### src/rtl/div_unit.sv
`default_nettype none
// ============================================================================
//  Module      : div_unit
//  Description : Sequential signed 32-bit divider (MIPS DIV semantics).
//                Restoring shift-subtract on unsigned magnitudes, one
//                quotient bit per cycle, followed by a sign fix-up.
//                Quotient -> LO, remainder -> HI. The remainder takes the
//                sign of the dividend.
//  Revision    : 1.0  initial release
// ----------------------------------------------------------------------------
//  Ports
//    Clock       in   1   rising-edge clock
//    Reset       in   1   asynchronous active-low reset
//    w_DivStart  in   1   start request, sampled only in IDLE
//    w_A         in  32   dividend (signed), sampled with start
//    w_B         in  32   divisor  (signed), sampled with start
//    w_DivStop   out  1   one-cycle completion pulse
//    w_DIVHI     out 32   remainder
//    w_DIVLO     out 32   quotient
//    w_DivZero   out  1   last operation had a zero divisor
// ============================================================================
module div_unit (
   input  logic        Clock,
   input  logic        Reset,
   input  logic        w_DivStart,
   input  logic [31:0] w_A,
   input  logic [31:0] w_B,
   output logic        w_DivStop,
   output logic [31:0] w_DIVHI,
   output logic [31:0] w_DIVLO,
   output logic        w_DivZero
);

   localparam logic [1:0] ST_IDLE = 2'd0;
   localparam logic [1:0] ST_RUN  = 2'd1;
   localparam logic [1:0] ST_FIX  = 2'd2;
   localparam logic [1:0] ST_DONE = 2'd3;

   logic [1:0]  state_q, state_d;
   logic [31:0] r_q,     r_d;      // partial remainder
   logic [31:0] q_q,     q_d;      // dividend shifting out / quotient shifting in
   logic [31:0] d_q,     d_d;      // divisor magnitude
   logic [5:0]  cnt_q,   cnt_d;
   logic        sq_q,    sq_d;     // quotient sign
   logic        sr_q,    sr_d;     // remainder sign
   logic        stop_q,  stop_d;
   logic [31:0] hi_q,    hi_d;
   logic [31:0] lo_q,    lo_d;
   logic        zero_q,  zero_d;

   // Magnitudes; |0x80000000| wraps to 0x80000000, which is the correct
   // unsigned magnitude.
   logic [31:0] abs_a, abs_b;
   assign abs_a = w_A[31] ? (~w_A + 32'd1) : w_A;
   assign abs_b = w_B[31] ? (~w_B + 32'd1) : w_B;

   // The remainder stays below the divisor (<= 2^31), so the shifted
   // remainder fits in 33 bits and the stored remainder in 32.
   logic [32:0] rem_sh;
   logic [32:0] trial;
   assign rem_sh = {r_q, q_q[31]};
   assign trial  = rem_sh - {1'b0, d_q};

   always_comb begin
      state_d = state_q;
      r_d     = r_q;
      q_d     = q_q;
      d_d     = d_q;
      cnt_d   = cnt_q;
      sq_d    = sq_q;
      sr_d    = sr_q;
      stop_d  = 1'b0;
      hi_d    = hi_q;
      lo_d    = lo_q;
      zero_d  = zero_q;

      case (state_q)
         ST_IDLE: begin
            if (w_DivStart) begin
               if (w_B == 32'd0) begin
                  lo_d    = 32'hFFFF_FFFF;
                  hi_d    = w_A;
                  zero_d  = 1'b1;
                  state_d = ST_DONE;
               end else begin
                  q_d     = abs_a;
                  d_d     = abs_b;
                  sq_d    = w_A[31] ^ w_B[31];
                  sr_d    = w_A[31];
                  r_d     = 32'd0;
                  cnt_d   = 6'd32;
                  zero_d  = 1'b0;
                  state_d = ST_RUN;
               end
            end
         end

         ST_RUN: begin
            if (!trial[32]) begin
               r_d = trial[31:0];
               q_d = {q_q[30:0], 1'b1};
            end else begin
               r_d = rem_sh[31:0];
               q_d = {q_q[30:0], 1'b0};
            end
            cnt_d = cnt_q - 6'd1;
            if (cnt_q == 6'd1) begin
               state_d = ST_FIX;
            end
         end

         ST_FIX: begin
            lo_d    = sq_q ? (~q_q + 32'd1) : q_q;
            hi_d    = sr_q ? (~r_q + 32'd1) : r_q;
            state_d = ST_DONE;
         end

         ST_DONE: begin
            stop_d  = 1'b1;
            state_d = ST_IDLE;
         end

         default: begin
            state_d = ST_IDLE;
         end
      endcase
   end

   always_ff @(posedge Clock or negedge Reset) begin
      if (!Reset) begin
         state_q <= ST_IDLE;
         r_q     <= 32'd0;
         q_q     <= 32'd0;
         d_q     <= 32'd0;
         cnt_q   <= 6'd0;
         sq_q    <= 1'b0;
         sr_q    <= 1'b0;
         stop_q  <= 1'b0;
         hi_q    <= 32'd0;
         lo_q    <= 32'd0;
         zero_q  <= 1'b0;
      end else begin
         state_q <= state_d;
         r_q     <= r_d;
         q_q     <= q_d;
         d_q     <= d_d;
         cnt_q   <= cnt_d;
         sq_q    <= sq_d;
         sr_q    <= sr_d;
         stop_q  <= stop_d;
         hi_q    <= hi_d;
         lo_q    <= lo_d;
         zero_q  <= zero_d;
      end
   end

   assign w_DivStop = stop_q;
   assign w_DIVHI   = hi_q;
   assign w_DIVLO   = lo_q;
   assign w_DivZero = zero_q;

endmodule
`default_nettype wire

### config.mk
export PLATFORM = sky130hd
export DESIGN_NAME = div_unit
export DESIGN_NICKNAME = d
export VERILOG_FILES = /design/src/rtl/div_unit.sv
export SDC_FILE = /design/constraint.sdc
export NUM_CORES = 1
export LEC_CHECK = 0
export ABC_AREA = 1
export CAP_MARGIN = 20
export CORE_UTILIZATION = 31
export CTS_CLUSTER_DIAMETER = 150
export DETAILED_ROUTE_END_ITERATION = 12
export PLACE_DENSITY = 0.53
export SLEW_MARGIN = 15
export SYNTH_ARGS = -nofsm -noshare
export SYNTH_HDL_FRONTEND = slang
export SYNTH_SLANG_ARGS = --single-unit
### constraint.sdc
create_clock -name Clock -period 6.7 [get_ports Clock]
set_input_delay 0.67 -clock Clock [delete_from_list [all_inputs] [get_ports Clock]]
set_output_delay 0.67 -clock Clock [all_outputs]
set_load 0.01 [all_outputs]
Yosys cells after proc, flatten, opt, wreduce, memory -nomap -nowiden
Index checks and enable logic that the tools add are counted.
Widths: inputs -> output; s select.
- $add $sub $neg: 6
- bitwise operators: 6
- reduce and logical (&&, ||, !) cells: 9
- equality and inequality tests: 8
- mux-type cells: 27
- operator list (operator ; number):
    $mux 32 ; 13
    $pmux 32 s2 ; 4
    $add 32x1->32 const B ; 4
    $not 32->32 ; 4
    $sub 33x32->33 ; 1
    $logic_not 32->1 ; 1
    $mux 6 ; 2
    $pmux 6 s2 ; 1
    $reduce_and 3->1 ; 3
    $ne 2x2->1 const B ; 4
    $pmux 2 s4 ; 1
    $eq 6x1->1 const B ; 1
    $mux 2 ; 3
    $sub 6x1->6 const B ; 1
    $eq 2x2->1 const B ; 2
    $reduce_and 2->1 ; 2
    $reduce_bool 2->1 ; 2
    $mux 1 ; 3
    $eq 2x1->1 const B ; 1
    $logic_not 2->1 ; 1
    $not 1->1 ; 1
    $xor 1x1->1 ; 1
- input bits: 67
- bits in registers: 172
- output and inout bits: 66
- word-level logic and storage cells: 67

Depth between registers and ports, before layout
Gate-level depths: netlist (run 1).
- depth after elaboration: 6
- gate-level depth with buffers: 18

Worst setup path before layout (run 1)
No wires, ideal clock.
- path type: register -> register
- from: register q_q[31]
- to: register r_q[22]
- path buffers: 1
- required time: 6.583 ns
- path slack: 4.508 ns
- setup time: 0.117 ns
- cell stages (with the launch flop): 17
- clock period less this slack: 2.192 ns
- arrival time: 2.075 ns
- path through: dfrtp_1 -> inv_1 -> ha_1 -> fa_1 -> inv_1 -> nand2_1 -> nand2_1 -> nand3_1 -> nand2_2 -> nand2_2 -> nand2_2 -> nand2_4 -> nand3_2 -> buf_2 -> nand3_1 -> nand3_1 -> nand2_1
- cells in the longest elaborated chain, start to end: 3
- ends and longest elaborated chain (item ; RTL line ; text):
    from (decl) ; 41 ; logic [31:0] q_q, q_d;
    from (signal assigned) ; 145 ; q_q <= q_d;
    $sub 33x32->33 ; 62 ; assign trial = rem_sh - {1'b0, d_q};
    $mux 32 ; 99 ; if (!trial[32]) begin
    $pmux 32 s2 ; 77 ; case (state_q)
    to (signal assigned) ; 144 ; r_q <= r_d;
    to (decl) ; 40 ; logic [31:0] r_q, r_d;
No other way between the ends.
A chain may end at the register's enable or synchronous reset.

Worst setup path in the final report (run 1)
- from: input w_B[31]
- to: register lo_q[26] (netlist: w_DIVLO[26])
- cells in the longest elaborated chain, start to end: 3
- ends and longest elaborated chain (item ; RTL line ; text):
    from (decl) ; 27 ; input logic [31:0] w_B,
    $logic_not 32->1 ; 80 ; if (w_B == 32'd0) begin
    $ne 2x2->1 (no line) ; - ;
    $reduce_and 3->1 (no line) ; - ;
    to (signal assigned) ; 152 ; lo_q <= lo_d;
    to (decl) ; 48 ; logic [31:0] lo_q, lo_d;
No other way between the ends.

==> results.json, run 1 <==
{
  "effective_utilization_at_floorplan": 0.315,
  "global_route.overflow_total": 0,
  "place.detailed.hpwl_um": 38500,
  "drt_wl_total_um": 48100,
  "finalMaxSlewViolations": 0,
  "final_common_cell": "sky130_fd_sc_hd__nand2_1",
  "synth_area_sq_mm": 0.0140,
  "grt_setup_unrepaired": "false",
  "fin_tns_setup_ns": 0,
  "global_route.usage.total": 0.212,
  "mappedNetlistNets": 2305,
  "stdcell_area_sq_mm": 0.0163,
  "fillCellCount": 4851,
  "synth-seq-area-share": 0.308,
  "total_leakage_power_nw": 8.30,
  "fmax_ghz": 0.287,
  "gr-max-usage-layer": "met2",
  "power.density_cell_area_mw_per_mm2": 368,
  "post_synth_and_or_nand_nor_area_fraction": 0.377,
  "dpl_cell_area_sq_mm": 0.0158,
  "drtIter0Drc": 1017,
  "fin_crit_ns": 3.49,
  "final_min_period_over_clock_period": 0.521,
  "ff_latch_area_sq_mm": 0.00430,
  "synth_cells": 2194,
  "worst-endpoint-required_ns": 7.06,
  "port-buffer-count": 132,
  "setup-violations-final": 0,
  "edff_count_synth": 0,
  "die_x_um": 214,
  "ctsRootBufferMaster": "sky130_fd_sc_hd__clkbuf_16",
  "cts_tree": "yes",
  "internal-power_mw": 3.09,
  "grtUsageMet3": 0.0323,
  "post_cts_resized": 0,
  "cts_inserted_buffers": 17,
  "routed_via_density": 4.89,
  "post_synth_xor_area_fraction": 0.0432,
  "ir_drop_mv": 0.196,
  "finalHoldViolations": 0,
  "final_cell_mix": "sky130_fd_sc_hd__nand2_1 (683), sky130_fd_sc_hd__inv_1 (301), sky130_fd_sc_hd__nor2_1 (221), sky130_fd_sc_hd__nand3_1 (221), sky130_fd_sc_hd__dfrtp_1 (172)",
  "postSynthAreaPerCell_sq_um": 6.37,
  "clockPowerShare": 0.157,
  "gr-usage-met2": 0.346,
  "antennaDiodeCount": 0,
  "layout-drive-gt1-share": 0.0469,
  "antenna_found_initial": 0,
  "finalClockSkew_ns": 0.0155,
  "crit_path_end_kind": "flop",
  "worst_path_max_fanout": 34,
  "worst_setup_hold_path_clk_slew_ns": 0.07,
  "global_route.usage.met1": 0.294,
  "detailedRoute.firstPassIterationCount": 5,
  "switching_part_of_the_total_power": 0.483,
  "synth-warning-count": 0,
  "number_of_core_rows": 77,
  "routabilityCongestion": 0.946,
  "cts.sinks": 172,
  "postCtsHoldBufs": 0,
  "clk_path_buf_depth": 2,
  "synth.distinct_cells": 49,
  "grt_first_pass_wirelength_um": 76600,
  "die_height_um": 214,
  "power_frac_comb": 0.547,
  "post_synth_fa_ha_maj_area_fraction": 0.0399,
  "vias_post_dr": 14152,
  "cts_post_setup_buffers_inserted": 0,
  "post_drt_wl_per_cell_um": 16.6,
  "detailedPlace.worstSlack_ns": 2.70,
  "synth.ff_latch_count": 172,
  "async_reset_ff_frac": 1.00,
  "worst-endpoint-arrival_ns": 3.85,
  "route.antenna.remaining_nets": 0,
  "clock_latency_ns": 0.46,
  "area_delta_synth_final_pct": 16.4,
  "io_pins": 133,
  "critical_path.startpoint_type": "input pin",
  "muxShareOfSynthArea": 0.000806,
  "post-route-drc-count": 0,
  "multi_input_area_sq_mm": 0.00813,
  "number_of_nets_in_the_layout": 2400,
  "tightest_slew_ns": 1.08,
  "maxCapViolations": 0,
  "critPathKind": "in2reg",
  "synth_ff_type": "sky130_fd_sc_hd__dfrtp_1",
  "sequentialPowerShare": 0.296,
  "largest_net_degree_at_the_start_of_global_routing": 71,
  "postLayoutSetupSlackWorst_ns": 3.21,
  "share_of_the_synthesized_area_in_compound_gates_ao_oa_aoi_oai": 0.121,
  "run_status": "finished, final reports clean",
  "slew_headroom": 0.279,
  "power.net_switching_mw": 2.89,
  "htree_levels": 4,
  "grt_pass1_vias": 13638,
  "core_area_sq_mm": 0.0443,
  "dieArea_sq_mm": 0.0459,
  "largest_family_of_logic_cells_by_synthesized_area": "simple AND/OR/NAND/NOR gates",
  "hold_path_class": "in2async"
}
through the flow:
| step | power [mW] | hold slack, ns | std cells | utilization |
|---|---|---|---|---|
| floorplan | 3.95 | 0.374 | 2194 | - |
| finish | 5.99 | 0.129 | 2894 | 0.367 |
| global placement | 5.03 | 0.470 | 2862 | 0.355 |
| detailed placement | 5.07 | 0.475 | 2862 | 0.355 |
| global route | 6.53 | 0.131 | 2894 | 0.367 |
| CTS | 6.04 | 0.126 | 2894 | 0.367 |
worst paths after layout:
| kind | startpoint | endpoint | slack, ns | cells past startpoint |
|---|---|---|---|---|
| max | w_B[31] | w_DIVLO[26] | 3.21 | 12 |
| min | Reset | w_DIVHI[9] | 0.13 | 1 |
| max reg2reg | state_q[1] | q_q[17] | 3.36 | 10 |
| min reg2reg | d_q[21] | d_q[21] | 0.48 | 2 |
| max in group asynchronous | Reset | w_DIVLO[31] | 5.26 | 2 |
| min in group Clock | d_q[21] | d_q[21] | 0.48 | 2 |
power groups by stage:
stage          Sequential (mW)  Combinational (mW)  Clock, mW
2_1_floorplan             1.74                2.21          0
3_3_place_gp              1.78                3.25          0
3_5_place_dp              1.79                3.28          0
4_1_cts                   1.77                3.30      0.965
5_1_grt                   1.82                3.70       1.01
6_report                  1.77                3.28      0.942
sequential cells by signal, indices dropped and copies added, names as in the netlist:
signal	flops
d_q	32
r_q	32
w_DivStop	1
cnt_q	6
q_q	32
state_q	2
sr_q	1
w_DIVHI	32
sq_q	1
w_DIVLO	32
w_DivZero	1
worst max-delay path, cell delays in order:
cell	delay [ns]
sky130_fd_sc_hd__clkdlybuf4s50_1	0.86
sky130_fd_sc_hd__nor3_1	0.34
sky130_fd_sc_hd__nand3_1	0.12
sky130_fd_sc_hd__nor2_2	0.24
sky130_fd_sc_hd__nand2_2	0.12
sky130_fd_sc_hd__o21ai_4	0.24
sky130_fd_sc_hd__buf_4	0.47
sky130_fd_sc_hd__nand2_4	0.16
sky130_fd_sc_hd__inv_2	0.36
sky130_fd_sc_hd__nand3_1	0.14
sky130_fd_sc_hd__nand2_1	0.08
sky130_fd_sc_hd__inv_1	0.03
kinds of logic after synthesis:
kind of cell	after synthesis
mux	1
compound gates	292
xor+xnor	69
simple gates	1238
fa+ha+maj	44
flops	172
buf+inv	378
cell type report:
cell class,instances,area share
Sequential cell,172,0.264
Inverter,310,0.0715
Clock inverter,11,0.00523
Multi-Input combinational cell,1644,0.499
Timing Repair Buffer,144,0.0868
Tap cell,592,0.0455
Clock buffer,21,0.0271
synth_stat cells (2+ instances only):
cell type,n,area (sq um)
sky130_fd_sc_hd__nand2_1,683,2560
sky130_fd_sc_hd__inv_1,301,1130
sky130_fd_sc_hd__nand3_1,221,1110
sky130_fd_sc_hd__nor2_1,221,830
sky130_fd_sc_hd__dfrtp_1,172,4300
sky130_fd_sc_hd__o21ai_0,98,490
sky130_fd_sc_hd__a21oi_1,80,400
sky130_fd_sc_hd__xor2_1,53,464
sky130_fd_sc_hd__o21ai_1,45,225
sky130_fd_sc_hd__ha_1,43,538
sky130_fd_sc_hd__nand4_1,27,169
sky130_fd_sc_hd__clkbuf_1,25,93.8
sky130_fd_sc_hd__buf_2,23,115
sky130_fd_sc_hd__a31oi_1,21,131
sky130_fd_sc_hd__nor3_1,20,100
sky130_fd_sc_hd__nand2_2,17,106
sky130_fd_sc_hd__nand3b_1,16,120
sky130_fd_sc_hd__xnor2_1,16,140
sky130_fd_sc_hd__o211ai_1,12,90.1
sky130_fd_sc_hd__o211ai_2,10,125
sky130_fd_sc_hd__buf_6,8,90.1
sky130_fd_sc_hd__inv_2,8,30.0
sky130_fd_sc_hd__nand2_4,8,90.1
sky130_fd_sc_hd__nor2_2,7,43.8
sky130_fd_sc_hd__buf_4,6,45.0
sky130_fd_sc_hd__and2_1,5,31.3
sky130_fd_sc_hd__buf_1,5,18.8
sky130_fd_sc_hd__o21bai_1,5,37.5
sky130_fd_sc_hd__o22a_1,5,43.8
sky130_fd_sc_hd__a21oi_2,3,26.3
sky130_fd_sc_hd__nor4_1,3,18.8
sky130_fd_sc_hd__o21ai_2,3,26.3
sky130_fd_sc_hd__o22ai_1,3,18.8
sky130_fd_sc_hd__o31ai_1,3,22.5
sky130_fd_sc_hd__or2_2,3,18.8
sky130_fd_sc_hd__nand3_2,2,20.0
per-layer routing:
| layer | vias to the layer above | wire length [um] |
|---|---|---|
| met4 | 0 | 832 |
| met5 | - | 0 |
| met1 | 6584 | 23200 |
| met3 | 39 | 2230 |
| li1 | 7183 | - |
| met2 | 346 | 21800 |
Power figures use the tool's default switching activity.
==> run 2, diff against run 1 <==
==> constraint.sdc (replaced) <==
create_clock -name Clock -period 3.7 [get_ports Clock]
set_input_delay 0.37 -clock Clock [delete_from_list [all_inputs] [get_ports Clock]]
set_output_delay 0.37 -clock Clock [all_outputs]
set_load 0.01 [all_outputs]
==> run 2 against run 1 <==
Compared with the run above: cell area rose by 0.58%; via count fell by 0.35%; non-clock buffer count increased by 5; register-to-register slack worse by 2.5 ns; highest routed layer unchanged.
==> results.json, run 2 (same netlist as run 1, synthesis figures left out) <==
{
  "route.antenna.remaining_nets": 0,
  "fin_crit_ns": 2.80,
  "fillCellCount": 4850,
  "crit_path_end_kind": "flop",
  "htree_levels": 4,
  "run_status": "finished, final reports clean",
  "stdcell_area_sq_mm": 0.0164,
  "fmax_ghz": 0.357,
  "routed_via_density": 4.87,
  "critPathKind": "reg2reg",
  "io_pins": 133,
  "worst_path_max_fanout": 16,
  "antennaDiodeCount": 0,
  "final_min_period_over_clock_period": 0.757,
  "grt_setup_unrepaired": "false",
  "whs_ns": 0.485,
  "dieArea_sq_mm": 0.0459,
  "worst-endpoint-required_ns": 4.10,
  "cts_inserted_buffers": 17,
  "critical_path.startpoint_type": "flop",
  "vias_post_dr": 14102,
  "grt_pass1_vias": 13692,
  "cts.sinks": 172,
  "area_delta_synth_final_pct": 17.1,
  "number_of_core_rows": 77,
  "drtIter0Drc": 1045,
  "antenna_found_initial": 0,
  "total_leakage_power_nw": 8.36,
  "finalClockSkew_ns": 0.0169,
  "detailedRoute.firstPassIterationCount": 5,
  "ctsRootBufferMaster": "sky130_fd_sc_hd__clkbuf_16",
  "die_x_um": 214,
  "post-route-drc-count": 0,
  "maxCapViolations": 0,
  "effective_utilization_at_floorplan": 0.315,
  "number_of_nets_in_the_layout": 2405,
  "fin_tns_setup_ns": 0,
  "routedLengthMet1_um": 23100,
  "routabilityCongestion": 0.895,
  "cts_tree": "yes",
  "topRoutingLayerUsed": "met4",
  "global_route.overflow_total": 0,
  "tightest_slew_ns": 0.826,
  "met2_wirelength_um": 21400,
  "clock_latency_ns": 0.47,
  "ir_drop_mv": 0.411,
  "setup-violations-final": 0,
  "core_area_sq_mm": 0.0443,
  "hold_path_class": "in2async",
  "multi_input_area_sq_mm": 0.00813,
  "power.density_cell_area_mw_per_mm2": 668,
  "wl_met3_um": 2070,
  "dpl_cell_area_sq_mm": 0.0158,
  "totalPowerFinal_mw": 10.9,
  "largest_net_degree_at_the_start_of_global_routing": 78,
  "worst_setup_hold_path_clk_slew_ns": 0.08,
  "clk_path_buf_depth": 2,
  "finalHoldViolations": 0,
  "final_common_cell": "sky130_fd_sc_hd__nand2_1",
  "place.detailed.hpwl_um": 38400,
  "drt_wl_total_um": 47700,
  "final_cell_mix": "sky130_fd_sc_hd__nand2_1 (683), sky130_fd_sc_hd__inv_1 (301), sky130_fd_sc_hd__nor2_1 (221), sky130_fd_sc_hd__nand3_1 (221), sky130_fd_sc_hd__dfrtp_1 (172)",
  "slew_headroom": 0.448,
  "die_height_um": 214,
  "cts_post_setup_buffers_inserted": 0,
  "layout-drive-gt1-share": 0.0499,
  "ff_latch_area_sq_mm": 0.00430,
  "grt_first_pass_wirelength_um": 76000,
  "port-buffer-count": 132,
  "post_drt_wl_per_cell_um": 16.5,
  "worst-endpoint-arrival_ns": 3.20,
  "global_route.usage.total": 0.211,
  "finalMaxSlewViolations": 0
}
## run 2: changes by cell type in the layout (fill, tap and decap cells not counted), sizes merged
cell	previous run	this run
buf	13	17
inv	314	316
clkbuf	21	18
clkinv	4	5
dlygate4sd3	0	1
clkinvlp	3	2
## run 2: power by group
group | total [mW] | leakage [nW] | internal [mW] | switching [mW]
Sequential | 3.16 | 2.07 | 2.60 | 0.565
Clock | 1.79 | 0.274 | 0.905 | 0.889
Combinational | 5.97 | 6.02 | 2.15 | 3.82
Total | 10.9 | 8.36 | 5.65 | 5.28
## run 2: layout make-up
| cell class | instances | area share |
|---|---|---|
| Multi-Input combinational cell | 1644 | 0.497 |
| Clock inverter | 13 | 0.00787 |
| Tap cell | 592 | 0.0452 |
| Timing Repair Buffer | 149 | 0.0895 |
| Inverter | 310 | 0.0711 |
| Sequential cell | 172 | 0.263 |
| Clock buffer | 18 | 0.0268 |
## run 2: what timing repair did
item                       in CTS  in global routing
hold buffers                    1                  0
hold endpoints to repair       43                  0
setup endpoints to repair       0                  0
gates resized for setup         0                  0
## run 2: per-layer routing
| layer | GRT usage | up-vias |
|---|---|---|
| li1 | - | 7199 |
| met1 | 0.290 | 6523 |
| met2 | 0.339 | 331 |
| met3 | 0.0277 | 49 |
| met4 | 0.0702 | 0 |
| met5 | 0 | - |
## run 2: critical path, cell delays in order, from the launching register on
cell and delay (ns):
sky130_fd_sc_hd__dfrtp_1 0.53, sky130_fd_sc_hd__inv_1 0.20, sky130_fd_sc_hd__fa_1 0.48, sky130_fd_sc_hd__inv_1 0.11
sky130_fd_sc_hd__nand2_1 0.05, sky130_fd_sc_hd__nand2_1 0.07, sky130_fd_sc_hd__nand3_1 0.10, sky130_fd_sc_hd__nand2_2 0.13
sky130_fd_sc_hd__nand2_2 0.07, sky130_fd_sc_hd__nand2_2 0.09, sky130_fd_sc_hd__nand2_4 0.08, sky130_fd_sc_hd__nand3_2 0.29
sky130_fd_sc_hd__nand2_4 0.24, sky130_fd_sc_hd__nand2_1 0.13, sky130_fd_sc_hd__nand3_1 0.07, sky130_fd_sc_hd__nand2_1 0.09
## run 2: final timing paths
path	slack, ns	start	cells after the start	endpoint
worst min register to register	0.49	w_DIVHI[27]	2	w_DIVHI[27]
max in group asynchronous	2.23	Reset	3	d_q[7]
worst max register to register	0.90	r_q[0]	15	r_q[31]
worst max-delay path	0.90	r_q[0]	15	r_q[31]
min in group Clock	0.49	w_DIVHI[27]	2	w_DIVHI[27]
worst min-delay path	0.48	Reset	2	w_DIVHI[3]
## run 2: per-stage QoR
stage          worst slack, ns   util  cells
5_1_grt                  0.680  0.369   2898
2_1_floorplan             1.51      -   2194
3_3_place_gp             0.841  0.356   2866
6_report                 0.900  0.369   2898
3_5_place_dp             0.784  0.356   2866
4_1_cts                  0.910  0.369   2898
